$ cat src/rtl/mono2_emu_pkg.sv
// Shared constants, readout FSM state type and hit-word packing for the
// Monopix2 column readout emulator.
package mono2_emu_pkg;

  localparam int COL_W  = 6;
  localparam int ROW_W  = 9;
  localparam int TS_W   = 7;
  localparam int WORD_W = COL_W + ROW_W + 2 * TS_W;  // 29

  typedef enum logic {
    IDLE  = 1'b0,
    SHIFT = 1'b1
  } ro_state_e;

  // Hit word layout: {column, row, leading-edge BCID, trailing-edge BCID}
  function automatic logic [WORD_W-1:0] pack_hit(
    input logic [COL_W-1:0] col,
    input logic [ROW_W-1:0] row,
    input logic [TS_W-1:0]  le,
    input logic [TS_W-1:0]  te
  );
    return {col, row, le, te};
  endfunction

endpackage

$ cat src/rtl/mono2_emu_fifo.sv
// Single-clock first-word-fall-through FIFO holding timestamped hit words.
// A push while full is accepted only when a pop happens in the same cycle.
module mono2_emu_fifo
  import mono2_emu_pkg::*;
#(
  parameter int DEPTH = 16,
  parameter int WIDTH = WORD_W
) (
  input  logic                   clk,
  input  logic                   rst_n,
  input  logic                   push_i,
  input  logic [WIDTH-1:0]       wdata_i,
  input  logic                   pop_i,
  output logic [WIDTH-1:0]       rdata_o,
  output logic                   full_o,
  output logic                   empty_o,
  output logic [$clog2(DEPTH):0] count_o
);

  localparam int AW = $clog2(DEPTH);

  logic [WIDTH-1:0] mem_q [DEPTH];
  logic [AW-1:0]    wr_ptr_q, rd_ptr_q;
  logic [AW:0]      count_q, count_d;
  logic             wr_en, rd_en;

  // Depth is a power of two, so occupancy == DEPTH is exactly the MSB
  assign full_o  = count_q[AW];
  assign empty_o = (count_q == '0);
  assign count_o = count_q;
  assign rdata_o = mem_q[rd_ptr_q];

  assign wr_en = push_i && (!full_o || pop_i);
  assign rd_en = pop_i && !empty_o;

  // Occupancy next state from the accepted push/pop pair
  always_comb begin
    // NOTE: every variable written here gets a default first so no latch is inferred.
    count_d = count_q;
    if (wr_en && !rd_en)      count_d = count_q + 1'b1;
    else if (rd_en && !wr_en) count_d = count_q - 1'b1;
  end

  // Pointer and occupancy registers
  always_ff @(posedge clk) begin
    if (!rst_n) begin
      wr_ptr_q <= '0;
      rd_ptr_q <= '0;
      count_q  <= '0;
    end else begin
      if (wr_en) wr_ptr_q <= wr_ptr_q + 1'b1;
      if (rd_en) rd_ptr_q <= rd_ptr_q + 1'b1;
      count_q <= count_d;
    end
  end

  // Storage array write port
  always_ff @(posedge clk) begin
    // NOTE: storage is not reset; emptiness comes from the pointers and count alone.
    if (wr_en) mem_q[wr_ptr_q] <= wdata_i;
  end

endmodule

$ cat src/rtl/monopix2_ro_emulator.sv
// Chip-side emulator of the Monopix2 column readout periphery: timestamps hits
// with a free-running BCID, buffers them, and answers the Freeze/Read handshake
// by raising TokOut and serializing 29-bit hit words MSB first on DataOut.
module monopix2_ro_emulator
  import mono2_emu_pkg::*;
#(
  parameter int DEPTH     = 16,
  parameter int WORD_BITS = 29
) (
  input  logic             ClkOut,
  input  logic             nRst,
  input  logic             ResetBcid,
  input  logic             HIT_VALID,
  input  logic [COL_W-1:0] HIT_COL,
  input  logic [ROW_W-1:0] HIT_ROW,
  input  logic [TS_W-1:0]  HIT_TOT,
  input  logic             Freeze,
  input  logic             Read,
  output logic             TokOut,
  output logic             DataOut,
  output logic [7:0]       LOST_CNT,
  output logic [TS_W-1:0]  BCID
);

  localparam int CW   = $clog2(DEPTH) + 1;
  localparam int BC_W = $clog2(WORD_BITS);

  ro_state_e            state_q, state_d;
  logic [TS_W-1:0]      bcid_q, bcid_d, hit_te;
  logic [WORD_W-1:0]    hit_word, fifo_rdata;
  logic                 fifo_full, fifo_empty;
  logic [CW-1:0]        fifo_count, fcnt_q, fcnt_d, fcnt_eff;
  logic                 freeze_q, tok_q, rd_ok, pop, drop, data_out;
  logic [7:0]           lost_q, lost_d;
  logic [WORD_BITS-1:0] shift_q;
  logic [BC_W-1:0]      bit_cnt_q;

  // Timestamping: ResetBcid overrides the free-running increment
  assign bcid_d   = ResetBcid ? '0 : bcid_q + 1'b1;
  assign hit_te   = bcid_q + HIT_TOT;  // wraps mod 128 by truncation
  assign hit_word = pack_hit(HIT_COL, HIT_ROW, bcid_q, hit_te);

  mono2_emu_fifo #(
    .DEPTH (DEPTH),
    .WIDTH (WORD_W)
  ) u_fifo (
    .clk     (ClkOut),
    .rst_n   (nRst),
    .push_i  (HIT_VALID),
    .wdata_i (hit_word),
    .pop_i   (pop),
    .rdata_o (fifo_rdata),
    .full_o  (fifo_full),
    .empty_o (fifo_empty),
    .count_o (fifo_count)
  );

  // freeze_q is the one-cycle delayed Freeze. While it is low FCNT simply is the
  // occupancy; the cycle Freeze is first seen high the register captures that
  // occupancy (minus a same-cycle pop), so hits pushed from then on are not counted.
  assign fcnt_eff = freeze_q ? fcnt_q : fifo_count;
  assign fcnt_d   = fcnt_eff - CW'(pop);
  // The empty guard is redundant while FCNT never exceeds occupancy; kept as a safety net
  assign rd_ok    = Read && (fcnt_eff != '0) && !fifo_empty;
  assign drop     = HIT_VALID && fifo_full && !pop;
  assign lost_d   = (drop && lost_q != 8'hFF) ? lost_q + 8'd1 : lost_q;

  // Bookkeeping registers: BCID, Freeze history, frozen count, token, lost hits
  always_ff @(posedge ClkOut) begin
    if (!nRst) begin
      bcid_q   <= '0;
      freeze_q <= 1'b0;
      fcnt_q   <= '0;
      tok_q    <= 1'b0;
      lost_q   <= '0;
    end else begin
      bcid_q   <= bcid_d;
      freeze_q <= Freeze;
      fcnt_q   <= fcnt_d;
      tok_q    <= (fcnt_eff != '0);
      lost_q   <= lost_d;
    end
  end

  // Readout FSM state register
  always_ff @(posedge ClkOut) begin
    // NOTE: sequential state uses non-blocking assignments so all flops update together.
    if (!nRst) state_q <= IDLE;
    else       state_q <= state_d;
  end

  // Readout FSM next state: one accepted Read starts a 29-bit shift
  always_comb begin
    state_d = state_q;
    case (state_q)
      IDLE:    if (rd_ok) state_d = SHIFT;
      SHIFT:   if (bit_cnt_q == '0) state_d = IDLE;
      default: state_d = IDLE;
    endcase
  end

  // Readout FSM outputs: pop strobe in IDLE, serial bit in SHIFT
  always_comb begin
    pop      = 1'b0;
    data_out = 1'b0;
    if (state_q == IDLE) pop      = rd_ok;
    else                 data_out = shift_q[WORD_BITS-1];
  end

  // Shift register and bit counter for the word being serialized
  always_ff @(posedge ClkOut) begin
    if (!nRst) begin
      shift_q   <= '0;
      bit_cnt_q <= '0;
    end else if (pop) begin
      shift_q   <= fifo_rdata;
      bit_cnt_q <= BC_W'(WORD_BITS - 1);
    end else if (state_q == SHIFT) begin
      shift_q   <= {shift_q[WORD_BITS-2:0], 1'b0};
      bit_cnt_q <= bit_cnt_q - 1'b1;
    end
  end

  assign TokOut   = tok_q;
  assign DataOut  = data_out;
  assign LOST_CNT = lost_q;
  assign BCID     = bcid_q;

endmodule

$ cat config.mk
export PLATFORM = sky130hd
export DESIGN_NAME = monopix2_ro_emulator
export DESIGN_NICKNAME = d
export VERILOG_FILES = /design/src/rtl/mono2_emu_pkg.sv /design/src/rtl/mono2_emu_fifo.sv /design/src/rtl/monopix2_ro_emulator.sv
export SDC_FILE = /design/constraint.sdc
export NUM_CORES = 1
export LEC_CHECK = 0
export BUFFER_PORTS_ARGS = -buffer_cell sky130_fd_sc_hd__clkbuf_2
export CORE_MARGIN = 1
export CORE_UTILIZATION = 55
export DETAILED_ROUTE_END_ITERATION = 12
export PLACE_DENSITY = 0.76
export SLEW_MARGIN = 15
export SYNTH_ARGS = -nofsm -noshare
export SYNTH_HDL_FRONTEND = slang
export SYNTH_HIERARCHICAL = 1
export SYNTH_SLANG_ARGS = --single-unit
$ cat constraint.sdc
create_clock -name ClkOut -period 4.4 [get_ports ClkOut]
set_clock_uncertainty 0.2 [all_clocks]
set_input_delay 0.22 -clock ClkOut [delete_from_list [all_inputs] [get_ports ClkOut]]
set_output_delay 0.22 -clock ClkOut [all_outputs]
set_load 0.02 [all_outputs]
# --- Word-level counts from Yosys, hierarchy flattened ---
# Memories as Yosys holds them, arrays and structs flattened. A register that Yosys moved wholly into a read port is not among the register bits.
# Index checks and enable logic that the tools add are counted.
op_classes:
  add_sub_neg: 9
  n_reduce_logical: 22
  eq_ne: 1
  bitwise: 2
  mux: 16
ops:
  columns: ["op", "n"]
  rows:
  - ["2-to-1 mux 29 bit", 2]
  - ["2-to-1 mux 5 bit", 5]
  - ["logical NOT 5 bit", 2]
  - ["subtractor 5 x 1 -> 5 bit (second input constant)", 2]
  - ["logical AND 1 bit", 9]
  - ["adder 4 x 1 -> 4 bit (second input constant)", 2]
  - ["adder 8 x 1 -> 8 bit (second input constant)", 1]
  - ["2-to-1 mux 4 bit", 2]
  - ["!= test 8 bit (second input constant)", 1]
  - ["adder 7 x 1 -> 7 bit (second input constant)", 1]
  - ["adder 7 bit", 1]
  - ["2-to-1 mux 1 bit", 6]
  - ["adder 5 x 1 -> 5 bit (second input constant)", 1]
  - ["logical NOT 1 bit", 5]
  - ["nonzero test 5 bit", 1]
  - ["subtractor 5 x 1 -> 5 bit", 1]
  - ["nonzero test 2 bit", 2]
  - ["OR reduction 2 bit", 2]
  - ["NOT 1 bit", 2]
  - ["one-hot mux 1 bit (2 select lines)", 1]
  - ["logical OR 1 bit", 1]
word_totals:
  input_bits: 28
  mem_bits_rw: 464
  reg_bits: 70
  word_cells: 63
  out_inout_bits: 17
  memories: 1
mem_list:
  columns: ["memory", "depth", "width", "read_ports", "rd_ports_with_merged_regs", "wr", "line", "rtl"]
  rows:
  - ["u_fifo.mem_q", 16, 29, 1, 1, 1, "mono2_emu_fifo.sv:22", "logic [WIDTH-1:0] mem_q [DEPTH];"]

# --- Depth between registers and ports, before layout ---
# Gate-level depths: netlist of run 1.
depth:
  word_depth: 11
  mapped_depth: 14
  depth_no_buf: 14

# --- By module ---
# The synthesis of run 1 kept the hierarchy.
by_module_without_submodules:
  columns: ["mod", "area_per_inst_um2", "cells_each", "instances", "seq_area_each_um2"]
  rows:
  - ["mono2_emu_fifo", 18318.8, 814, 1, 14273.7]
  - ["monopix2_ro_emulator", 2841.5, 342, 1, 1141.1]

# --- Worst setup path after synthesis of run 1 ---
# No wires, ideal clock.
synth_path:
  kind: "register to register"
  from: "register u_fifo.count_q[1], in the netlist u_fifo/count_o[1]"
  to: "register u_fifo.count_q[3], in the netlist u_fifo/count_o[3]"
  n_path_buf: 0
  period_less_slack_ns: 3.382
  setup_time_ns: 0.062
  arrival_ns: 3.120
  stages_incl_launch_ff: 13
  slack_ns: 1.018
  t_required_ns: 4.138
  cell_sequence: "dfxtp_1 or4_4 nor2_1 nor2b_1 nand2_1 nor2_1 o21ai_0 inv_1 ha_1 inv_1 ha_1 or4b_2 nand3_1"
synth_between:
  word_cells_on_any_way: 19
  cone_classes: "add/sub: 2; mux: 4; reduce/logical: 13"
synth_rtl:
  columns: ["item", "line", "rtl"]
  rows:
  - ["from (decl)", "mono2_emu_fifo.sv:24", "logic [AW:0] count_q, count_d;"]
  - ["from (signal assigned)", "mono2_emu_fifo.sv:53", "count_q <= count_d;"]
  - ["logical NOT 5 bit (*)", "mono2_emu_fifo.sv:29", "assign empty_o = (count_q == '0);"]
  - ["net fifo_empty", "monopix2_ro_emulator.sv:31", "logic fifo_full, fifo_empty;"]
  - ["logical NOT 1 bit (*)", "monopix2_ro_emulator.sv:64", "assign rd_ok = Read && (fcnt_eff != '0) && !fifo_empty;"]
  - ["logical AND 1 bit (*)", "monopix2_ro_emulator.sv:64", null]
  - ["2-to-1 mux 1 bit (*)", "monopix2_ro_emulator.sv:106", "if (state_q == IDLE) pop = rd_ok;"]
  - ["net pop", "monopix2_ro_emulator.sv:33", "logic freeze_q, tok_q, rd_ok, pop, drop, data_out;"]
  - ["logical OR 1 bit (*)", "mono2_emu_fifo.sv:33", "assign wr_en = push_i && (!full_o || pop_i);"]
  - ["logical AND 1 bit (*)", "mono2_emu_fifo.sv:33", null]
  - ["net u_fifo.wr_en", "mono2_emu_fifo.sv:25", "logic wr_en, rd_en;"]
  - ["logical NOT 1 bit", "mono2_emu_fifo.sv:41", "else if (rd_en && !wr_en) count_d = count_q - 1'b1;"]
  - ["logical AND 1 bit", "mono2_emu_fifo.sv:41", null]
  - ["nonzero test 2 bit (no source line)", null, null]
# Mark *: on every way through the listed nets, which the timed path passes. The rest lies on a longest branch. The select of a mux whose other input is x is not followed.
# A chain may end at the register's enable or synchronous reset.

# --- Worst setup path after layout of run 1 ---
layout_path:
  from: "register freeze_q"
  to: "register u_fifo.count_q[4], in the netlist u_fifo/count_o[4]"
layout_between:
  elab_chain_len: 10
  word_cells_on_any_way: 14
  cone_classes: "mux: 3; reduce/logical: 11"
layout_rtl:
  columns: ["item", "line", "rtl"]
  rows:
  - ["from (decl)", "monopix2_ro_emulator.sv:33", null]
  - ["from (signal assigned)", "monopix2_ro_emulator.sv:78", "freeze_q <= Freeze;"]
  - ["2-to-1 mux 5 bit (*)", "monopix2_ro_emulator.sv:61", "assign fcnt_eff = freeze_q ? fcnt_q : fifo_count;"]
  - ["nonzero test 5 bit (*)", "monopix2_ro_emulator.sv:64", null]
  - ["logical AND 1 bit (*) (2 in series)", "monopix2_ro_emulator.sv:64", null]
  - ["2-to-1 mux 1 bit (*)", "monopix2_ro_emulator.sv:106", null]
  - ["net pop", "monopix2_ro_emulator.sv:33", null]
  - ["logical OR 1 bit (*)", "mono2_emu_fifo.sv:33", null]
  - ["logical AND 1 bit (*)", "mono2_emu_fifo.sv:33", null]
  - ["net u_fifo.wr_en", "mono2_emu_fifo.sv:25", null]
  - ["logical NOT 1 bit", "mono2_emu_fifo.sv:41", null]
  - ["logical AND 1 bit", "mono2_emu_fifo.sv:41", null]
  - ["nonzero test 2 bit (no source line)", null, null]
# Mark *: on every way through the listed nets, which the timed path passes. The rest lies on a longest branch.

==> results of run 1 <==
==> worst max-delay path by stage <==
stage,startpoint,end,slack (ns)
after floorplan,u_fifo/count_o[1],u_fifo/count_o[3],1.02
after global placement,freeze_q,u_fifo/count_o[3],0.76
after detailed placement,freeze_q,u_fifo/count_o[3],0.68
after CTS,freeze_q,u_fifo/count_o[3],0.64
after global routing,freeze_q,u_fifo/count_o[4],0.28
final,freeze_q,u_fifo/count_o[4],0.60
==> state kept, by name (all words and copies together) (netlist names), named ones only <==
register         cells
BCID                 7
shift_q             29
bit_cnt_q            5
u_fifo/count_o       5
LOST_CNT             8
TokOut               1
u_fifo/wr_ptr_q      4
u_fifo/rd_ptr_q      4
state_q              1
fcnt_q               5
u_fifo/mem_q       464
freeze_q             1
==> placed cells by master (no fill, tap or decap), types with 7 or more instances in the layout <==
| cell type | n |
|---|---|
| a21oi_1 | 67 |
| and2_2 | 16 |
| dfxtp_1 | 72 |
| mux2i_1 | 12 |
| nand2_1 | 74 |
| mux4_2 | 110 |
| and2_1 | 20 |
| clkbuf_1 | 19 |
| dlygate4sd3_1 | 19 |
| nand3_1 | 11 |
| nor2_1 | 18 |
| o21ai_0 | 37 |
| xor2_1 | 7 |
| inv_1 | 16 |
| clkbuf_2 | 44 |
| xnor2_1 | 14 |
| buf_4 | 26 |
| nor2b_1 | 7 |
| clkbuf_16 | 54 |
| bufinv_16 | 9 |
| a22oi_1 | 58 |
| ha_1 | 21 |
| edfxtp_1 | 464 |
==> timing repair <==
item | 4_1_cts | 5_1_grt
hold buffers | 19 | 0
hold endpoints to repair | 253 | 0
resized for setup | 0 | 0
==> per-layer routing <==
metal	part of all wire (%)	global-route usage (%)
met1	41	31.7
met2	49	37.7
met3	7.5	5.30
met4	3.0	8.50
met5	0	0
==> metrics by stage <==
stage               cells  area, sq um  hold slack [ns]  utilization, %
floorplan            1156        21200            0.119               -
global placement     1678        22000            0.234            58.2
detailed placement   1678        22000            0.234            58.2
CTS                  1797        24100            0.131            63.7
global route         1797        24100            0.215            63.8
finish               1797        24100            0.178            63.8
==> power breakdown <==
| group | leakage [nW] | switching [mW] | internal (mW) |
|---|---|---|---|
| logic | 2.20 | 1.23 | 1.12 |
| registers | 4.84 | 0.302 | 5.90 |
| clock network | 0.899 | 1.88 | 2.91 |
| total | 7.94 | 3.41 | 9.93 |
==> logic make-up after synthesis <==
logic type                 synth area share [%]
DFF                                        72.8
AOI/OAI and AO/OA                          5.43
and+or+nand+nor                            4.46
muxes                                      13.1
buffers and inverters                      1.79
xor gates and xnor gates                  0.952
adders and majority gates                  1.43
==> area by class of cell <==
class	instances	area, sq um	area share [%]
inverter	16	60.1	0.249
clock buffer	79	1510	6.25
sequential	538	15400	64.1
timing repair buffer	91	646	2.68
tap	511	639	2.66
multi-input combinational	541	5420	22.5
clock inverter	21	379	1.57
==> run metrics, run 1 <==
run status completed; Lkg Pwr 7.94 nW; chip width 198 microns; Final Routed Wirelength 44.4 mm; initial antenna violation count 0; Commonest cells post-synth edfxtp_1, mux4_2, dfxtp_1, nand2_1, a21oi_1; worst skew pair latency 0.59 ns; DRC viols 0; core box area 37800 sq um; final antenna-violating net count 0; Crit Path Class flip-flop to flip-flop; Worst-path clk slew 0.07 ns; CP Launch Type flip-flop; worst hold path startpoint HIT_TOT[0]; async set-or-reset flop fraction in the synthesized netlist 0%; Num Clock Sinks 538; Root Driver clkbuf_16; Die Area 39300 sq um; max frequency 263 MHz; Tot Pwr 13.3 mW; Worst Setup End Kind flip-flop; Syn Area/Cell 18.3 sq um; largest net degree at the start of global routing 44; hold depth 2; Via density 6.17; most common cell in the netlist edfxtp_1; CP Data Arrival Time 4.11 ns; CTS tree built; WHS Endpoint u_fifo/mem_q[8][0]; I/O pin count 45; worst-case clock buffer depth 3; Req. time, crit path 4.71 ns; max cap viols 0; Nets 1292; most common flop cell mapped by yosys edfxtp_1; GRT overflow 0; Tcrit/Tclk final 86.4%; Post-synth EDFFs 464; top-area cell type share of the netlist area 65.8%; DR vias 11.1k; Peak VDD IR 0.000303 V; Slew HR 25.9%; total global routing track utilization 23.5%; slowest stage delay, CP 0.65 ns; synthesized cell area 21200 sq um; final-layout fill cell count 2548; Initial Util 56.0%; critical path depth 13; slowest stage cell, crit path dfxtp_1; Yosys warning count 6; Slew @ Worst Pin 1.11 ns; routability congestion estimate 0.766; largest area contributor in the synthesized netlist edfxtp_1; worst path bufs/invs 2; worst-path fanout max 11; Critical R2R Launch freeze_q; Die Y 198 microns; r2r worst-path depth 13; Cell Pwr Density 554 nW/um^2; Syn Inst Count 1156; #FFs+latches synth 538; critical path's top delay family compound AO/OA/AOI/OAI gates; TNS Setup 0 ns; vias in the first global route 11.4k; synth-to-layout area growth 13.8%; fin worst setup slack 0.598 ns; Antenna Cells 0; first-pass GRT wire length 67.5 mm; Slew Viols, Final 0; FF-to-FF setup slack 0.60 ns; Post-CTS Setup Inserts 0; Synth cell types 54; Synth area leaders edfxtp_1, mux4_2, dfxtp_1; RSZ-0062 raised after global routing no; Routed WL per cell 24.7 microns; number of I/O port buffers 44; CTS H-Tree Depth 2; final setup violation count 0; syn_nets 1207; crit-path cells nor3b_1 > o22ai_2 > nand2_1 > nor2_1 > o21ai_0 > inv_1 > ha_1 > inv_1 > ha_1 > a21oi_1 > a211oi_1 > a31oi_1 > mux2i_1; reg2reg end u_fifo/count_o[4]; Final Hold Vio Count 0; post-synthesis sequential area ratio 72.8%; CTS Buf Count 53; Worst Hold Class primary input to flip-flop; HPWL Detailed 24.1 mm; DP Worst Slack 0.677 ns; Core Rows 71; DR pass1 iterations 5; DRT iter0 DRCs 908; Period minus WS final 3.80 ns; share of cells above drive strength 1 22.9%
No activity file was read; power rests on OpenSTA's default activity.
==> inputs of run 2 (changes only) <==
Settings changed: CORE_UTILIZATION 55 to 50, PLACE_DENSITY 0.76 to 0.71.
==> run metrics, run 2 (synthesis results as in run 1) <==
run status completed; FF-to-FF setup slack 0.81 ns (+0.21 ns); HPWL Detailed 24.9 mm (+3.2%); I/O pin count 45 (unchanged); P_sw 3.39 mW (-0.59%); worst-path fanout max 11 (unchanged); final-layout fill cell count 3129 (+23%); CTS H-Tree Depth 2 (unchanged); Core Rows 75 (+5.6%); worst-case clock buffer depth 3 (unchanged); TNS Setup 0 ns (unchanged); max cap viols 0 (unchanged); Period minus WS final 3.59 ns (-0.214 ns); Routed WL per cell 24.6 microns (-0.40%); GRT overflow 0 (unchanged); DR pass1 iterations 5 (unchanged); number of I/O port buffers 44 (unchanged); CTS Buf Count 52 (-1.9%); total global routing track utilization 21.2% (-2.2 points); clock share of power 33.5% (-2.4 points); Worst Hold Class primary input to flip-flop; synth-to-layout area growth 13.7% (about the same); Largest register FFs 464 (unchanged); Nets 1303 (+0.85%); Final Routed Wirelength 45.1 mm (+1.5%); crit path from freeze_q; Worst-path clk slew 0.06 ns (about the same); Via density 6.04 (-2.1%); final instance area 24100 sq um (about the same); core box area 41900 sq um (+11%); initial antenna violation count 0 (unchanged); routability congestion estimate 0.764 (-0.31%); Root Driver clkbuf_16; final setup violation count 0 (unchanged); Antenna Cells 0 (unchanged); max frequency 279 MHz (+6.0%); Critical R2R Launch freeze_q; DRT iter0 DRCs 1059 (+17%); DR vias 11.1k (-0.29%); Initial Util 50.6% (-5.5 points); CTS tree built; Slew Viols, Final 0 (unchanged); Slew @ Worst Pin 1.12 ns (+0.0133 ns); Peak VDD IR 0.000392 V (+29%); commonest non-fill, non-tap cells in the layout edfxtp_1, mux4_2, nand2_1; CP Launch Type flip-flop; Sequential Power Share 48.0% (+1.5 points); first-pass GRT wire length 68.2 mm (+1.2%); Num Clock Sinks 538 (unchanged); Non-Filler Instances 1831 (+1.9%); chip width 208 microns (+4.8%); Tot Pwr 12.9 mW (-3.2%); Post-CTS Setup Inserts 0 (unchanged); Tcrit/Tclk final 81.5% (-4.9 points); Biggest register u_fifo/mem_q; dpl cell area 22200 sq um (+0.88%); DRC viols 0 (unchanged); CP Data Arrival Time 3.89 ns (-0.22 ns); Resized Gates After CTS 0 (unchanged); final antenna-violating net count 0 (unchanged); Setup crit end u_fifo/count_o[4]; switching part of the total 26.3% (+0.70 points); Lkg Pwr 7.92 nW (-0.27%); Gate power share 18.5% (+0.9 points); Cell Pwr Density 537 nW/um^2 (-3.2%); Req. time, crit path 4.70 ns (about the same); most common cell after layout, fill and taps aside edfxtp_1; RSZ-0062 raised after global routing no; share of cells above drive strength 1 23.0% (+0.13 points); vias in the first global route 11.2k (-1.4%); Worst Setup End Kind flip-flop; Crit Path Class flip-flop to flip-flop; largest net degree at the start of global routing 49 (+11%); placed insts 1717 (+2.3%); Slew HR 25.2% (-0.71 points); Die Area 43100 sq um (+9.9%); hold-fix buffer count after cts 20 (+1); r2r worst-path depth 14 (+1); worst skew pair latency 0.60 ns (about the same); fin util 57.5% (-6.3 points); Pint 9.52 mW (-4.2%); Final Hold Vio Count 0 (unchanged); reg2reg end u_fifo/count_o[4]; Die Y 208 microns (+4.8%)
[run 2: changes by cell type in the layout (fill, tap and decap cells not counted), sizes merged]
| cell | previous run | this run |
|---|---|---|
| clkinv | 7 | 12 |
| bufinv | 9 | 2 |
| dlygate4sd3 | 19 | 20 |
| clkinvlp | 3 | 1 |
| buf | 28 | 39 |
| clkbuf | 123 | 121 |
[run 2: critical path: stages, from the launching register on]
cell	delay (ns)
dfxtp_1	0.66
nor3b_1	0.34
o22ai_2	0.21
nand2_1	0.12
nor2_1	0.06
o21ai_0	0.21
buf_4	0.19
inv_1	0.10
ha_1	0.22
inv_1	0.16
ha_1	0.30
a21oi_1	0.21
a211oi_1	0.11
a31oi_1	0.20
mux2i_1	0.22
[run 2: power by group through the flow]
stage	combinational (mW)	clock [mW]	sequential [mW]
6_report	2.39	4.33	6.19
5_1_grt	2.60	4.59	6.24
4_1_cts	2.41	4.41	6.20
3_5_place_dp	2.39	0	6.30
3_3_place_gp	2.34	0	6.29
2_1_floorplan	1.90	0	6.14
[run 2: per-stage QoR]
stage / hold WS (ns) / worst slack, ns
2_1_floorplan: 0.119 / 1.02
3_3_place_gp: 0.235 / 0.913
3_5_place_dp: 0.236 / 0.910
4_1_cts: 0.128 / 0.857
5_1_grt: 0.160 / 0.615
6_report: 0.119 / 0.812
[run 2: final cells by class]
| class | count | area (sq um) | share of cell area, % |
|---|---|---|---|
| clock buffer | 77 | 1490 | 6.17 |
| clock inverter | 17 | 190 | 0.791 |
| inverter | 16 | 60.1 | 0.250 |
| multi-input combinational | 541 | 5410 | 22.5 |
| sequential | 538 | 15400 | 64.1 |
| tap | 539 | 674 | 2.80 |
| timing repair buffer | 103 | 813 | 3.38 |
[run 2: how the worst min path moves through the flow]
| stage | startpoint | end | slack, ns | depth (start not counted) |
|---|---|---|---|---|
| finish | HIT_TOT[0] | u_fifo/mem_q[0][0] | 0.12 | 2 |
| global route | HIT_TOT[0] | u_fifo/mem_q[0][0] | 0.16 | 2 |
| CTS | HIT_TOT[0] | u_fifo/mem_q[10][0] | 0.13 | 2 |
| detailed placement | Freeze | freeze_q | 0.24 | 2 |
| global placement | shift_q[22] | shift_q[22] | 0.23 | 2 |
| floorplan | HIT_ROW[0] | u_fifo/mem_q[0][14] | 0.12 | 0 |
[run 2: routing by layer]
layer	share of wire, %	global-route usage (%)	vias to the layer above	wire length, microns
li1	-	-	4805	-
met1	42	29.6	5765	19000
met2	49	34.8	422	22100
met3	6.8	3.42	68	3080
met4	2.1	6.21	0	940
met5	0	0	-	0
